$ cat src/rtl/edge_event_arbiter.sv
`default_nettype none
// ============================================================================
// Module      : edge_event_arbiter
// Description : Per-channel rising/falling edge detector with one pending
//               event slot per channel, serialised round-robin onto a single
//               valid/ready event stream. Dropped events set sticky overflow.
// Revision    : 1.0 - initial release
// ============================================================================
module edge_event_arbiter #(
    parameter int CHANNELS    = 4,
    parameter int INDEX_WIDTH = $clog2(CHANNELS)
) (
    input  logic                   clock,
    input  logic                   reset,
    input  logic [CHANNELS-1:0]    signals,
    input  logic [CHANNELS-1:0]    rising_enable,
    input  logic [CHANNELS-1:0]    falling_enable,
    output logic                   event_valid,
    input  logic                   event_ready,
    output logic [INDEX_WIDTH-1:0] event_channel,
    output logic                   event_rising,
    output logic [CHANNELS-1:0]    overflow,
    input  logic                   overflow_clear
);

    // Channel count and last index at the widths used by the wrap arithmetic.
    localparam logic [INDEX_WIDTH:0]   c_channels = (INDEX_WIDTH+1)'(CHANNELS);
    localparam logic [INDEX_WIDTH-1:0] c_last     = INDEX_WIDTH'(CHANNELS - 1);

    logic [CHANNELS-1:0]    r_signals_previous;
    logic [CHANNELS-1:0]    r_pending;
    logic [CHANNELS-1:0]    r_pending_type;
    logic [CHANNELS-1:0]    r_overflow;
    logic [INDEX_WIDTH-1:0] r_pointer;
    logic                   r_event_valid;
    logic [INDEX_WIDTH-1:0] r_event_channel;
    logic                   r_event_rising;

    logic [CHANNELS-1:0]    w_rise;
    logic [CHANNELS-1:0]    w_fall;
    logic [CHANNELS-1:0]    w_edge;
    logic [CHANNELS-1:0]    w_loaded;
    logic [CHANNELS-1:0]    w_drop;
    logic [CHANNELS-1:0]    w_pending_next;
    logic [CHANNELS-1:0]    w_pending_type_next;
    logic                   w_slot_free;
    logic                   w_found;
    logic                   w_load;
    logic [INDEX_WIDTH-1:0] w_sel;
    logic [INDEX_WIDTH:0]   w_idx;
    logic [INDEX_WIDTH-1:0] w_ptr_next;

    assign w_slot_free = !r_event_valid || event_ready;
    assign w_load      = w_slot_free && w_found;
    assign w_ptr_next  = (w_sel == c_last) ? '0 : w_sel + 1'b1;

    // Round-robin search: first pending channel at or after the pointer.
    always_comb begin
        w_found = 1'b0;
        w_sel   = '0;
        w_idx   = '0;
        for (int i = 0; i < CHANNELS; i++) begin
            w_idx = {1'b0, r_pointer} + (INDEX_WIDTH+1)'(i);
            if (w_idx >= c_channels) begin
                w_idx = w_idx - c_channels;
            end
            if (!w_found && r_pending[w_idx[INDEX_WIDTH-1:0]]) begin
                w_found = 1'b1;
                w_sel   = w_idx[INDEX_WIDTH-1:0];
            end
        end
    end

    // Per-channel edge detection and pending-slot update. A channel loaded
    // into the output this cycle has a free slot for a same-cycle edge.
    genvar g;
    generate
        for (g = 0; g < CHANNELS; g++) begin : g_channel
            assign w_rise[g]   = signals[g] & ~r_signals_previous[g] & rising_enable[g];
            assign w_fall[g]   = ~signals[g] & r_signals_previous[g] & falling_enable[g];
            assign w_edge[g]   = w_rise[g] | w_fall[g];
            assign w_loaded[g] = w_load && (w_sel == INDEX_WIDTH'(g));
            assign w_drop[g]   = w_edge[g] && r_pending[g] && !w_loaded[g];
            assign w_pending_next[g]      = w_edge[g] ? 1'b1 : (r_pending[g] & ~w_loaded[g]);
            assign w_pending_type_next[g] = (w_edge[g] && !w_drop[g]) ? w_rise[g]
                                                                      : r_pending_type[g];
        end
    endgenerate

    // Input history, pending slots and sticky overflow (set beats clear).
    always_ff @(posedge clock or posedge reset) begin
        if (reset) begin
            r_signals_previous <= '0;
            r_pending          <= '0;
            r_pending_type     <= '0;
            r_overflow         <= '0;
        end else begin
            r_signals_previous <= signals;
            r_pending          <= w_pending_next;
            r_pending_type     <= w_pending_type_next;
            r_overflow         <= (r_overflow & ~{CHANNELS{overflow_clear}}) | w_drop;
        end
    end

    // Output register: load the arbitrated event whenever the slot is free.
    always_ff @(posedge clock or posedge reset) begin
        if (reset) begin
            r_event_valid   <= 1'b0;
            r_event_channel <= '0;
            r_event_rising  <= 1'b0;
            r_pointer       <= '0;
        end else if (w_slot_free) begin
            if (w_found) begin
                r_event_valid   <= 1'b1;
                r_event_channel <= w_sel;
                r_event_rising  <= r_pending_type[w_sel];
                r_pointer       <= w_ptr_next;
            end else begin
                r_event_valid   <= 1'b0;
            end
        end
    end

    assign event_valid   = r_event_valid;
    assign event_channel = r_event_channel;
    assign event_rising  = r_event_rising;
    assign overflow      = r_overflow;

endmodule
`default_nettype wire

$ cat config.mk
export PLATFORM = sky130hd
export DESIGN_NAME = edge_event_arbiter
export DESIGN_NICKNAME = d
export VERILOG_FILES = /design/src/rtl/edge_event_arbiter.sv
export SDC_FILE = /design/constraint.sdc
export NUM_CORES = 1
export LEC_CHECK = 0
export CAP_MARGIN = 20
export CORE_MARGIN = 10
export CORE_UTILIZATION = 43
export CTS_CLUSTER_DIAMETER = 30
export DETAILED_ROUTE_END_ITERATION = 8
export GPL_ROUTABILITY_DRIVEN = 0
export MAX_ROUTING_LAYER = met4
export PLACE_DENSITY = 0.81
export SLEW_MARGIN = 20
export SYNTH_ARGS = -nofsm -noshare
export SYNTH_HDL_FRONTEND = slang
export SYNTH_SLANG_ARGS = --single-unit
$ cat constraint.sdc
create_clock -name clock -period 2 [get_ports clock]
set_input_delay 0.2 -clock clock [delete_from_list [all_inputs] [get_ports clock]]
set_output_delay 0.2 -clock clock [all_outputs]
set_load 0.01 [all_outputs]
==> impl_metrics.json <==
{
  "status": "complete, no violations",
  "crit_type": "register to register",
  "netlist_area_mm2": 0.001023,
  "min_period_over_period": 0.9776,
  "viasPerCell": 5.359,
  "worstPathCellList": "and2b_1 > a211o_1 > a21oi_2 > ha_1 > inv_1 > o21ai_1 > buf_4 > nand3_1 > o2bb2ai_1",
  "setup.worst_path.end_class": "register",
  "met2_length_um": 1432,
  "startpoint": "r_pending[0]",
  "drv_slew": 0,
  "worstMarginPinSlew_ps": 432.3,
  "p_int_w": 0.001187,
  "vias": 895,
  "grt_pass1_wl_um": 4188,
  "pwr-share-clk": 0.130,
  "syn_nets": 122,
  "hpwl_um": 1990,
  "fin_skew_ps": 14.83,
  "crit_cells": 9,
  "routed_wl_um": 2635,
  "clk_pin_slew_ps": 130,
  "clockRootBuffer": "clkbuf_4",
  "holdBufCountCts": 0,
  "fin_setup_tns_ps": 0,
  "diodes": 0,
  "cpPeakStageDelay_ps": 420,
  "p_leak_nw": 0.6563,
  "dr_wl_met3_um": 136,
  "synth_cell_type_count": 21,
  "antenna_found_initial": 0,
  "cts_tree": "built",
  "grt_use_total": 0.1198,
  "synth-seq-cells": 22,
  "maxCapViolCount": 0,
  "p_sw_w": 0.0007073,
  "drcViolationCount": 0,
  "final_common_cell": "clkdlybuf4s50_1",
  "clk_path_buf_depth": 2,
  "cp_top_family": "compound AO/OA/AOI/OAI gates",
  "worstReg2RegStart": "r_pending[0]",
  "cp.required_ps": 2220,
  "setup_violations": 0,
  "syn_to_final_growth_pct": 38.26,
  "cts_inserted_buffers": 3,
  "met1_length_um": 1007,
  "power_frac_seq": 0.368,
  "ios": 24,
  "rsz0062_at_grt": "true",
  "drtAntennaViolNets": 0,
  "worstPathArrival_ps": 2170,
  "synth.avg_cell_area_um2": 10.03,
  "nets": 160,
  "clock-sinks": 22,
  "clk_latency_ps": 320,
  "syn_inst": 102,
  "wl_per_cell_um": 15.78,
  "reg2reg_slack_ps": 40,
  "power.density_mw_per_mm2": 1339,
  "overflow": 0,
  "cp-endpoint": "r_pending_type[3]",
  "port_buffers": 23,
  "fmax_mhz": 511.4,
  "cp_slowest_cell": "dfrtp_1",
  "r2r_end": "r_pending_type[3]",
  "drtIter0Drc": 59,
  "hold_path.class": "input pin to asynchronous set/reset pin",
  "fin_hold_ws_ps": 197.4,
  "slew_headroom": 0.7087,
  "first_global_vias": 969,
  "final_cell_count_no_fill": 167,
  "grt_max_degree": 23,
  "placed_cells": 157,
  "cts_max_level": 1,
  "crit_fanout": 4,
  "fill_cells": 197,
  "die_h_um": 68.79,
  "sw_frac_of_total": 0.3733,
  "start_kind": "register",
  "drive_gt1_frac": 0.1727,
  "vdd_drop_max_uv": 758.2,
  "finalHoldViolations": 0,
  "yosys_warnings": 0,
  "dieWidth_um": 68.79,
  "min_period_ps": 1955,
  "start_util": 0.4583,
  "most-common-layout-cells": "clkdlybuf4s50_1, dfrtp_1, inv_1, nand2_1, buf_4",
  "highest_layer": "met4",
  "dr.pass1.iters": 4,
  "path_buf_inv": 2,
  "die_area_mm2": 0.004731,
  "fp.coreArea_mm2": 0.002233,
  "r2r_cells": 9,
  "yosysSeqAreaShare": 0.5379,
  "p_comb_frac": 0.501,
  "rows": 17
}
kinds of logic (layout without fill, tap and decap cells):
| logic type | Yosys count | after routing | synth area share |
|---|---|---|---|
| AOI/OAI and AO/OA | 31 | 31 | 0.2017 |
| and+or+nand+nor | 27 | 27 | 0.1125 |
| DFF | 22 | 22 | 0.5379 |
| buffers and inverters | 15 | 52 | 0.05501 |
| adders and majority gates | 4 | 4 | 0.04890 |
| muxes | 3 | 3 | 0.04401 |
Yosys cell counts:
cell type / instances / area, um^2
o41ai_2: 1 / 16.27
o221ai_1: 1 / 8.760
nand4_1: 1 / 6.260
o22a_1: 1 / 8.760
ha_1: 4 / 50.05
a211o_1: 1 / 8.760
a21oi_1: 2 / 10.01
o21ai_0: 8 / 40.04
nor2_1: 6 / 22.52
a31oi_1: 8 / 50.05
dfrtp_1: 22 / 550.5
and2b_1: 1 / 7.510
o22ai_1: 4 / 25.02
nand3_1: 4 / 20.02
mux4_2: 1 / 22.52
nand2_1: 14 / 52.55
inv_1: 15 / 56.30
o2bb2ai_1: 1 / 8.760
mux2_2: 2 / 22.52
a21o_1: 4 / 30.03
nand2b_1: 1 / 6.260
worst min-delay path: stages:
cell and delay, ps:
clkdlybuf4s50_1 390, inv_1 50, buf_4 280
sequential cells by signal, summed over array words and instances (netlist names):
| signal | flops |
|---|---|
| event_channel | 2 |
| event_rising | 1 |
| event_valid | 1 |
| overflow | 4 |
| r_pending | 4 |
| r_pending_type | 4 |
| r_pointer | 2 |
| r_signals_previous | 4 |
routing by layer:
layer | track usage | up-vias
li1 | - | 430
met1 | 0.1208 | 434
met2 | 0.2189 | 24
met3 | 0.02899 | 7
met4 | 0.04433 | 0
met5 | - | -
cell type report:
| class | instances | area [um^2] | share of cell area |
|---|---|---|---|
| clock buffers | 4 | 36.28 | 0.02564 |
| repair buffers | 33 | 305.3 | 0.2157 |
| flip-flops and latches | 22 | 551.8 | 0.3899 |
| well taps | 28 | 35.03 | 0.02476 |
| multi-input cells | 65 | 430.4 | 0.3042 |
| inverters | 15 | 56.30 | 0.03979 |
what timing repair did:
action	CTS	global route
gates resized for setup	1	8
pin swaps	0	5
setup buffers	1	5
setup endpoints to repair	3	4
worst min-delay path by stage:
stage	start	end	slack, ps	cells past startpoint
6_report	reset	r_signals_previous[3]	200	3
5_1_grt	reset	event_valid	250	3
4_1_cts	reset	r_signals_previous[3]	220	3
3_5_place_dp	r_signals_previous[3]	r_pending_type[3]	470	1
3_3_place_gp	r_signals_previous[3]	r_pending_type[3]	450	1
2_1_floorplan	reset	event_channel[0]	190	1
power groups by stage:
stage	Clock [W]	Combinational, W	Sequential (W)
after floorplan	0	0.000449	0.000696
final	0.000247	0.000950	0.000698
after global placement	0	0.000745	0.000690
after CTS	0.000249	0.000809	0.000689
after global routing	0.000267	0.00105	0.000715
after detailed placement	0	0.000774	0.000703
stage by stage:
| stage | area (um^2) | utilization | setup WS (ps) | total power [W] |
|---|---|---|---|---|
| after floorplan | 1023 | - | 63.27 | 0.001145 |
| after global placement | 1319 | 0.5905 | 91.38 | 0.001435 |
| after detailed placement | 1319 | 0.5905 | -30.05 | 0.001478 |
| after CTS | 1366 | 0.6118 | 29.72 | 0.001747 |
| after global routing | 1415 | 0.6336 | -48.86 | 0.002028 |
| final | 1415 | 0.6336 | 44.73 | 0.001895 |
No activity file was read; power rests on OpenSTA's default activity.
